**config.mk**
```make
export PLATFORM = sky130hd
export DESIGN_NAME = spare_signal_generator
export DESIGN_NICKNAME = d
export VERILOG_FILES = /design/src/rtl/ra_pkg.sv /design/src/rtl/next_combination.sv /design/src/rtl/spare_signal_generator.sv
export SDC_FILE = /design/constraint.sdc
export NUM_CORES = 1
export LEC_CHECK = 0
export CAP_MARGIN = 20
export CORE_MARGIN = 2
export CORE_UTILIZATION = 51
export DETAILED_ROUTE_END_ITERATION = 7
export GPL_TIMING_DRIVEN = 0
export PLACE_DENSITY = 0.9
export SYNTH_ARGS = -nofsm -noshare
export SYNTH_HDL_FRONTEND = slang
export SYNTH_SLANG_ARGS = --single-unit
```
**constraint.sdc**
```tcl
create_clock -name clk -period 2.6 [get_ports clk]
set_input_delay 0.78 -clock clk [delete_from_list [all_inputs] [get_ports clk]]
set_output_delay 0.78 -clock clk [all_outputs]
set_load 0.05 [all_outputs]
```
**src/rtl/ra_pkg.sv**
```systemverilog
// ra_pkg: shared widths, state type and spare structure codes for the redundancy-analysis datapath
package ra_pkg;
  localparam int DSSS_W = 8;
  localparam int DSSS_K = 4;
  localparam int RLSS_W = 4;
  localparam int RLSS_K = 2;
  typedef enum logic {IDLE, RUN} state_e;
  localparam logic [1:0] STRUCT1 = 2'd1;
  localparam logic [1:0] STRUCT2 = 2'd2;
  localparam logic [1:0] STRUCT3 = 2'd3;
endpackage

```
**src/rtl/next_combination.sv**
```systemverilog
// next_combination: next larger value with the same popcount, plus a flag when x is the top pattern
module next_combination #(
  parameter int W = 8
) (
  input  logic [W-1:0] x,
  output logic [W-1:0] nxt,
  output logic         last
);
  localparam int P_W = $clog2(W);
  logic [W:0] sum;
  logic [W-1:0] low, ones;
  logic [P_W-1:0] p;
  // Adding the lowest set bit ripples the lowest run of ones into bit q; the run's
  // surplus ones are then re-packed at the bottom with a shift instead of a divide.
  always_comb begin
    low = x & (~x + W'(1));
    sum = {1'b0, x} + {1'b0, low};
    ones = x ^ sum[W-1:0];
    p = '0;
    for (int i = W - 1; i >= 0; i--) p = low[i] ? P_W'(i) : p;
    nxt = sum[W-1:0] | ((ones >> 2) >> p);
    last = sum[W];
  end
endmodule

```
**src/rtl/spare_signal_generator.sv**
```systemverilog
// spare_signal_generator: enumerates every DSSS/RLSS candidate pair over a valid/ready handshake
module spare_signal_generator #(
  parameter int DSSS_W = ra_pkg::DSSS_W,
  parameter int DSSS_K = ra_pkg::DSSS_K,
  parameter int RLSS_W = ra_pkg::RLSS_W,
  parameter int RLSS_K = ra_pkg::RLSS_K,
  parameter int IDX_W  = 9
) (
  input  logic              clk,
  input  logic              rst,
  input  logic              start,
  input  logic [1:0]        struct_sel,
  input  logic              stop,
  input  logic              cand_ready,
  output logic              cand_valid,
  output logic [DSSS_W-1:0] cand_dsss,
  output logic [RLSS_W-1:0] cand_rlss,
  output logic [1:0]        cand_struct,
  output logic [IDX_W-1:0]  cand_idx,
  output logic              busy,
  output logic              done,
  output logic              exhausted
);
  import ra_pkg::*;
  localparam logic [DSSS_W-1:0] DSSS_LO = DSSS_W'((1 << DSSS_K) - 1);
  localparam logic [RLSS_W-1:0] RLSS_LO = RLSS_W'((1 << RLSS_K) - 1);
  state_e state_q, state_d;
  logic valid_q, valid_d, done_q, done_d, exh_q, exh_d;
  logic [DSSS_W-1:0] dsss_q, dsss_d, dsss_nxt;
  logic [RLSS_W-1:0] rlss_q, rlss_d, rlss_nxt;
  logic [1:0] struct_q, struct_d;
  logic [IDX_W-1:0] idx_q, idx_d;
  logic dsss_last, rlss_last, launch, fin, adv;
  next_combination #(.W(DSSS_W)) u_dsss (.x(dsss_q), .nxt(dsss_nxt), .last(dsss_last));
  next_combination #(.W(RLSS_W)) u_rlss (.x(rlss_q), .nxt(rlss_nxt), .last(rlss_last));
  assign launch = (state_q == IDLE) & start;
  // stop overrides a same-cycle handshake, so fin never advances the candidate
  assign fin = (state_q == RUN) & (stop | (valid_q & cand_ready & dsss_last & rlss_last));
  assign adv = (state_q == RUN) & valid_q & cand_ready & ~fin;
  always_ff @(posedge clk) begin
    if (rst) begin
      state_q  <= IDLE;
      valid_q  <= 1'b0;
      done_q   <= 1'b0;
      exh_q    <= 1'b0;
      dsss_q   <= '0;
      rlss_q   <= '0;
      struct_q <= '0;
      idx_q    <= '0;
    end else begin
      state_q  <= state_d;
      valid_q  <= valid_d;
      done_q   <= done_d;
      exh_q    <= exh_d;
      dsss_q   <= dsss_d;
      rlss_q   <= rlss_d;
      struct_q <= struct_d;
      idx_q    <= idx_d;
    end
  end
  always_comb begin
    state_d = (state_q == IDLE) ? (start ? RUN : IDLE) : (fin ? IDLE : RUN);
  end
  always_comb begin
    valid_d  = launch | (valid_q & ~fin);
    done_d   = fin;
    exh_d    = launch ? 1'b0 : fin ? ~stop : exh_q;
    dsss_d   = launch ? DSSS_LO : (adv & rlss_last) ? dsss_nxt : dsss_q;
    rlss_d   = launch ? RLSS_LO : adv ? (rlss_last ? RLSS_LO : rlss_nxt) : rlss_q;
    idx_d    = launch ? '0 : adv ? idx_q + IDX_W'(1) : idx_q;
    struct_d = launch ? struct_sel : struct_q;
  end
  assign cand_valid  = valid_q;
  assign cand_dsss   = dsss_q;
  assign cand_rlss   = rlss_q;
  assign cand_struct = struct_q;
  assign cand_idx    = idx_q;
  assign busy        = state_q == RUN;
  assign done        = done_q;
  assign exhausted   = exh_q;
endmodule
```
==> results of run 1 <==
[layout make-up]
class	instances	area, µm²
buffer	13	72.6
tap	44	55.1
inverter	6	22.5
clock buffer	4	26.3
timing repair buffer	33	330
multi-input combinational	166	1050
fill	259	1010
sequential	27	541
[registers in the layout (all words and copies together) (netlist names)]
signal and count:
done 1, cand_idx 9, cand_rlss 4, exhausted 1, cand_struct 2, cand_valid 1, busy 1, cand_dsss 8
[how the worst max path moves through the flow]
stage	startpoint	to	cells after the start
finish	cand_dsss[3]$_SDFFE_PP0P_	cand_dsss[3]	1
global route	cand_dsss[3]$_SDFFE_PP0P_	cand_dsss[3]	1
CTS	cand_dsss[3]$_SDFFE_PP0P_	cand_dsss[3]	1
detailed placement	cand_ready	cand_idx[3]$_SDFFE_PP0P_	7
global placement	cand_ready	cand_idx[3]$_SDFFE_PP0P_	7
floorplan	cand_dsss[1]$_SDFFE_PP0P_	cand_idx[3]$_SDFFE_PP0P_	7
[synthesized netlist by cell type, types with 6 or more instances]
master                     instances  area [µm²]
sky130_fd_sc_hd__a21oi_1          12        60.1
sky130_fd_sc_hd__a211oi_1         10        75.1
sky130_fd_sc_hd__clkbuf_1          8        30.0
sky130_fd_sc_hd__o21ai_0           8        40.0
sky130_fd_sc_hd__inv_1             6        22.5
sky130_fd_sc_hd__dfxtp_1          27         541
sky130_fd_sc_hd__nand2b_1          7        43.8
sky130_fd_sc_hd__and3_1            7        43.8
sky130_fd_sc_hd__nand3_1          14        70.1
sky130_fd_sc_hd__nor2_1           28         105
sky130_fd_sc_hd__nand2_1          19        71.3
[power by group through the flow]
| stage | sequential [mW] | clock [mW] | combinational, mW |
|---|---|---|---|
| after floorplan | 0.493 | 0 | 0.111 |
| after global placement | 0.450 | 0 | 0.213 |
| after detailed placement | 0.450 | 0 | 0.216 |
| after CTS | 0.441 | 0.180 | 0.216 |
| after global routing | 0.444 | 0.196 | 0.234 |
| final | 0.442 | 0.177 | 0.217 |
[cells in the final DEF (no fill, tap or decap), types with 3 or more instances in the layout]
cell type / instances
sky130_fd_sc_hd__a31oi_1: 5
sky130_fd_sc_hd__nand3_1: 14
sky130_fd_sc_hd__and3_1: 7
sky130_fd_sc_hd__a41o_1: 3
sky130_fd_sc_hd__o41ai_1: 3
sky130_fd_sc_hd__a21oi_1: 12
sky130_fd_sc_hd__nor3_1: 5
sky130_fd_sc_hd__inv_1: 6
sky130_fd_sc_hd__clkbuf_1: 9
sky130_fd_sc_hd__clkbuf_4: 4
sky130_fd_sc_hd__clkdlybuf4s50_1: 33
sky130_fd_sc_hd__nor2_1: 28
sky130_fd_sc_hd__nand4_1: 4
sky130_fd_sc_hd__dfxtp_1: 27
sky130_fd_sc_hd__o21ai_0: 8
sky130_fd_sc_hd__nand2_1: 19
sky130_fd_sc_hd__or3_1: 3
sky130_fd_sc_hd__a211oi_1: 10
sky130_fd_sc_hd__nand2b_1: 7
[worst min-delay path, stage by stage, from the launching register on]
cell,delay (ns)
sky130_fd_sc_hd__dfxtp_1,0.34
sky130_fd_sc_hd__nand2_1,0.05
sky130_fd_sc_hd__a21oi_1,0.05
[per-stage QoR]
stage / worst slack, ns / cell area, µm² / power, mW
3_3_place_gp: -0.0430 / 2070 / 0.663
2_1_floorplan: 0.270 / 1680 / 0.604
6_report: 0.106 / 2090 / 0.835
3_5_place_dp: -0.0553 / 2070 / 0.666
5_1_grt: 0.0432 / 2090 / 0.874
4_1_cts: 0.106 / 2090 / 0.838
[routing by layer]
layer | share of wire | up-vias | GRT usage | wire, µm
met2 | 0.47 | 52 | 0.397 | 1920
met1 | 0.46 | 791 | 0.303 | 1870
met3 | 0.055 | 8 | 0.0315 | 222
met5 | 0 | - | 0 | 0
li1 | - | 867 | - | -
met4 | 0.014 | 0 | 0.0456 | 55
[cells by family (layout without fill, tap and decap cells)]
logic type	count (synthesis)	in the layout	synth area share
and+or+nand+nor	97	97	0.303
AOI/OAI and AO/OA	62	62	0.280
DFF	27	27	0.321
buffers and inverters	19	56	0.0565
xor gates and xnor gates	4	4	0.0208
muxes	2	2	0.0119
adders and majority gates	1	1	0.00743
==> reports/qor_table.md, run 1 <==
| Result | This run |
| --- | --- |
| Post CTS Setup Buffer Count | 0 |
| Number of enable-type register cells in the synthesized netlist | 0 |
| Clock buffer count from CTS | 3 |
| Worst min-delay path startpoint | cand_struct[0]$_SDFFE_PP0P_ |
| Headroom to the max-slew limit | 0.658 |
| Worst r2r src | cand_dsss[1]$_SDFFE_PP0P_ |
| Cell count after synthesis | 212 |
| Wirelength per Cell | 13.9 µm |
| Number of register bits inferred by synthesis | 27 |
| Final clock skew | 0.0133 ns |
| Number of design-rule violations left by the first detailed-router iteration | 118 |
| Worst hold endpoint | cand_struct[0]$_SDFFE_PP0P_ |
| Total Negative Setup Slacks | 0 ns |
| Cell variety after synth | 51 |
| Number of max-capacitance violations reported | 0 |
| Synth-to-layout area growth | 24.5% |
| Kind of critical path | reg -> out |
| Worst R2R Path Depth | 7 |
| Critical path buffer and inverter count | 1 |
| Share of final-layout standard cells stronger than drive strength 1 | 0.0803 |
| Sequential cell area fraction in the yosys report | 0.321 |
| Tcrit/Tclk final | 0.959 |
| First-pass GRT wire length | 6.61 mm |
| Cell at the root of the clock tree | sky130_fd_sc_hd__clkbuf_4 |
| Critical Path Slowest Stage Cell | sky130_fd_sc_hd__clkdlybuf4s50_1 |
| Hold-fix buffers at CTS | 0 |
| Clk sink count | 27 |
| Global routing usage summed across all routing layers | 0.228 |
| Total gr overflow | 0 |
| Post-route insts no fill | 293 |
| Starting density of the core | 0.542 |
| Clk buf depth | 2 |
| Post-synthesis instance area | 1680 µm² |
| Static Leakage | 0.759 nW |
| Warning count from the yosys run | 0 |
| Pins Over Slew Limit | 0 |
| Via Count | 1,718 |
| Clock Power Share | 0.212 |
| Number of antenna violations at the first check in global routing | 0 |
| Kind of capture point of the worst setup path | output pin |
| N_diodes | 0 |
| Endpoint arrival time on the critical path | 1.71 ns |
| Setup Viol. Count Final | 0 |
| Detailed-route DRC error count | 0 |
| Fin nets | 258 |
| Portion of total power attributed to combinational logic | 0.259 |
| Full die area | 3780 µm² |
| Clk Latency, worst-skew pair | 0.32 ns |
| CP peak stage delay | 0.87 ns |
| Total power density per cell area | 399 nW/µm² |
| Via count of the first global-routing pass | 1,513 |
| Kind of cell with the highest combined delay on the critical path | buffers and inverters |
| Power spent charging and discharging nets | 0.269 mW |
| Setup repair after global routing missed its margin | false |
| First-pass DRT Iterations | 4 |
| Cell-by-cell listing of the critical path | clkdlybuf4s50_1 |
| Final hold slack | 0.473 ns |
| CP required | 1.82 ns |
| Chip Width | 61.4 µm |
| Post-synthesis net count | 220 |
| CTS clock-pin slew for the worst setup and hold paths | 0.13 ns |
| Final weighted congestion in routability-driven placement | 0.899 |
| Count of antenna-violating nets left after detailed routing | 0 |
| Input/output buffers | 33 |
| Startpoint types | flop |
| Sequential Power Share | 0.529 |
| Mean cell area of the mapped netlist | 7.94 µm² |
| FP Rows | 20 |
| Slew at the pin with the worst max-slew slack | 0.512 ns |
| Worst reg-to-reg setup slack | 0.46 ns |
| Fraction of registers with async set/reset | 0 |
| Number of vias per cell after detailed routing | 5.86 |
| Maximum clock rate | 0.401 GHz |
| Endpoint of the worst-slack reg-to-reg timing path | cand_dsss[1]$_SDFFE_PP0P_ |
| Cell Int Power | 0.566 mW |
| Predominant post-synthesis flop cell | sky130_fd_sc_hd__dfxtp_1 |
| Number of H-tree levels | 1 |
| Count of pins on the block boundary | 34 |
| HPWL reported at the end of detailed placement | 3.07 mm |
| Core box area | 3100 µm² |
| Final critical delay including setup and external delays | 2.49 ns |
| Post-cts resize count | 0 |
| Outcome | completed |
| Clock tree from TritonCTS | built |
| Biggest fanout along the worst timing path | 8 |
| Maximum number of pins on one net before global-route repair | 15 |
| Class of the most critical hold timing path | reg -> reg |
| Post-route core utilization | 0.675 |
| Final Hold Vio Count | 0 |
| Switching Share | 0.322 |
| Y dimension of the die | 61.4 µm |
| Number of cells traversed by the worst hold path | 2 |
| # placed instances | 289 |
| Final Routed Wirelength | 4.07 mm |
| Highest ir drop seen on vdd | 0.403 mV |
No activity file was read; power rests on OpenSTA's default activity.
==> run 2: changes to the inputs <==
--- a/config.mk
+++ b/config.mk
@@ -7,10 +7,11 @@
 export LEC_CHECK = 0
 export CAP_MARGIN = 20
 export CORE_MARGIN = 2
-export CORE_UTILIZATION = 51
+export CORE_UTILIZATION = 53
+export CTS_BUF_LIST = sky130_fd_sc_hd__clkbuf_2
 export DETAILED_ROUTE_END_ITERATION = 7
 export GPL_TIMING_DRIVEN = 0
-export PLACE_DENSITY = 0.9
+export PLACE_DENSITY = 0.93
 export SYNTH_ARGS = -nofsm -noshare
 export SYNTH_HDL_FRONTEND = slang
 export SYNTH_SLANG_ARGS = --single-unit
==> run 2 against run 1 <==
Worst hold slack better by 0.0035 ns. Fmax barely moved. Via count up 3.4%. Critical path depth unchanged. Clock power shrank 12%. Worst setup slack improved by 0.0015 ns. Sequential cell count unchanged. Global-route usage up 0.17 points. Wire length grew 2.1%. Sequential power hardly changed. Combinational power barely moved. Critical path type unchanged. Critical endpoint is now cand_idx[2].
==> reports/qor_table.md, run 2 (synthesis gave the netlist of run 1 again) <==
| Result | This run | Delta |
| --- | --- | --- |
| Outcome | completed |  |
| Count of antenna-violating nets left after detailed routing | 0 | unchanged |
| Full die area | 3640 µm² | -3.5% |
| Starting density of the core | 0.556 | +0.0134 |
| Static Leakage | 0.774 nW | +1.9% |
| Global routing usage summed across all routing layers | 0.230 | +0.00167 |
| Final Routed Wirelength | 4.16 mm | +2.1% |
| Kind of critical path | reg -> out |  |
| Pins Over Slew Limit | 0 | unchanged |
| Number of antenna violations at the first check in global routing | 0 | unchanged |
| Chip Width | 60.4 µm | -1.8% |
| Most frequent standard cell in the layout excluding fill and tap cells | sky130_fd_sc_hd__clkdlybuf4s50_1 |  |
| Area of all placed cells without fillers | 2090 µm² | -0.18% |
| First-pass DRT Iterations | 5 | +1 |
| Maximum number of pins on one net before global-route repair | 16 | +1 |
| Input/output buffers | 33 | unchanged |
| Setup repair after global routing missed its margin | false |  |
| Synth-to-layout area growth | 24.2% |  |
| Clk sink count | 27 | unchanged |
| First-pass GRT wire length | 6.49 mm | -1.8% |
| Core box area | 3030 µm² | -2.4% |
| Count of pins on the block boundary | 34 | unchanged |
| Number of design-rule violations left by the first detailed-router iteration | 128 | +8.5% |
| Kind of capture point of the worst setup path | output pin |  |
| Logic depth of the worst path, buffers included | 1 | unchanged |
| Post-placement cell area | 2070 µm² | unchanged |
| Number of max-capacitance violations reported | 0 | unchanged |
| HPWL reported at the end of detailed placement | 3.10 mm | +0.88% |
| Clock tree from TritonCTS | built |  |
| Clk Latency, worst-skew pair | 0.36 ns | +0.04 ns |
| Total Negative Setup Slacks | 0 ns | unchanged |
| Maximum clock rate | 0.401 GHz | about the same |
| Y dimension of the die | 60.4 µm | -1.8% |
| Startpoint types | flop |  |
| Biggest fanout along the worst timing path | 6 | -2 |
| FP Rows | 20 | unchanged |
| CP required | 1.82 ns | about the same |
| Tcrit/Tclk final | 0.958 | about the same |
| Total gr overflow | 0 | unchanged |
| Final clock skew | 0.0125 ns | -0.000722 ns |
| Final critical delay including setup and external delays | 2.49 ns | -0.00145 ns |
| Final Hold Vio Count | 0 | unchanged |
| Critical path buffer and inverter count | 1 | unchanged |
| Share of final-layout standard cells stronger than drive strength 1 | 0.0843 | +0.00402 |
| N_diodes | 0 | unchanged |
| Highest ir drop seen on vdd | 0.412 mV | +2.3% |
| Critical Path Slowest Stage Cell | sky130_fd_sc_hd__clkdlybuf4s50_1 |  |
| Cell at the root of the clock tree | sky130_fd_sc_hd__clkbuf_2 |  |
| Detailed-route DRC error count | 0 | unchanged |
| Cell-by-cell listing of the critical path | clkdlybuf4s50_1 |  |
| Worst R2R Path Depth | 7 | unchanged |
| Fin nets | 258 | unchanged |
| Slew at the pin with the worst max-slew slack | 0.516 ns | +0.00403 ns |
| Number of cells traversed by the worst hold path | 2 | unchanged |
| Wirelength per Cell | 14.2 µm | +2.1% |
| Final weighted congestion in routability-driven placement | 0.920 | +2.3% |
| CP peak stage delay | 0.86 ns | about the same |
| Via Count | 1,776 | +3.4% |
| Post CTS Setup Buffer Count | 0 | unchanged |
| Setup Viol. Count Final | 0 | unchanged |
| Total power density per cell area | 391 nW/µm² | -2.0% |
| Via count of the first global-routing pass | 1,525 | +0.79% |
| Number of vias per cell after detailed routing | 6.06 | +3.4% |
| Kind of cell with the highest combined delay on the critical path | buffers and inverters |  |
| CTS clock-pin slew for the worst setup and hold paths | 0.25 ns | +0.12 ns |
| Endpoint arrival time on the critical path | 1.71 ns | about the same |
| Most used cells in the layout excluding fill and tap cells | 32 x sky130_fd_sc_hd__clkdlybuf4s50_1, 28 x sky130_fd_sc_hd__nor2_1, 27 x sky130_fd_sc_hd__dfxtp_1, 19 x sky130_fd_sc_hd__nand2_1, 14 x sky130_fd_sc_hd__nand3_1 |  |
| Flip-flop count of the largest register after layout | 9 | unchanged |
| Number of H-tree levels | 1 | unchanged |
| Clock buffer count from CTS | 3 | unchanged |
| Headroom to the max-slew limit | 0.655 | -0.00270 |
| Clk buf depth | 2 | unchanged |
| Class of the most critical hold timing path | reg -> reg |  |
[run 2: cell count changes in the layout (fill, tap and decap cells not counted)]
cell,before,now
sky130_fd_sc_hd__clkbuf_2,0,3
sky130_fd_sc_hd__clkbuf_4,4,1
sky130_fd_sc_hd__clkbuf_1,9,8
sky130_fd_sc_hd__clkdlybuf4s50_1,33,32
sky130_fd_sc_hd__clkinv_2,0,1
sky130_fd_sc_hd__dlymetal6s2s_1,0,1
[run 2: per-stage QoR]
| stage | cells | utilization | setup slack [ns] | hold slack, ns | power [mW] |
|---|---|---|---|---|---|
| floorplan | 212 | - | 0.270 | 0.673 | 0.604 |
| global placement | 289 | 0.683 | -0.0378 | 0.444 | 0.663 |
| detailed placement | 289 | 0.683 | -0.0485 | 0.454 | 0.666 |
| CTS | 293 | 0.690 | 0.0395 | 0.480 | 0.819 |
| global route | 293 | 0.690 | 0.0230 | 0.499 | 0.854 |
| finish | 293 | 0.690 | 0.108 | 0.476 | 0.817 |
[run 2: what timing repair did]
item,4_1_cts,5_1_grt
hold endpoints to repair,0,0
hold buffers,0,0
gates resized for setup,0,1
endpoints found under the setup margin,0,1
[run 2: power breakdown]
group	switching (mW)	internal, mW	total, mW
Combinational	0.140	0.0793	0.219
Sequential	0.0145	0.428	0.443
Clock	0.121	0.0349	0.156
[run 2: layout make-up]
cell class              instances  area [µm²]
plain buffers                  13        72.6
clock buffers                   3        15.0
clock inverters                 1        5.00
fillers                       245         937
inverters                       6        22.5
multi-input cells             166        1050
flip-flops and latches         27         541
well taps                      44        55.1
repair buffers                 33         333
[run 2: tightest hold or removal path, cell delays in order, from the launching register on]
cell and delay, ns:
sky130_fd_sc_hd__dfxtp_1 0.36, sky130_fd_sc_hd__nand2_1 0.05, sky130_fd_sc_hd__a21oi_1 0.05
[run 2: final timing paths]
path	startpoint	endpoint	slack [ns]
max reg2reg	cand_dsss[1]$_SDFFE_PP0P_	cand_dsss[1]$_SDFFE_PP0P_	0.41
max	cand_idx[2]$_SDFFE_PP0P_	cand_idx[2]	0.11
min reg2reg	cand_struct[1]$_SDFFE_PP0P_	cand_struct[1]$_SDFFE_PP0P_	0.48
min	cand_struct[1]$_SDFFE_PP0P_	cand_struct[1]$_SDFFE_PP0P_	0.48
[run 2: per-layer routing]
metal	share of wire	track usage	vias to the layer above	routed length [µm]
met3	0.077	0.0320	8	319
met5	0	0	-	0
met1	0.44	0.289	812	1820
met4	0.0089	0.0667	0	37
met2	0.48	0.408	85	1980
li1	-	-	871	-
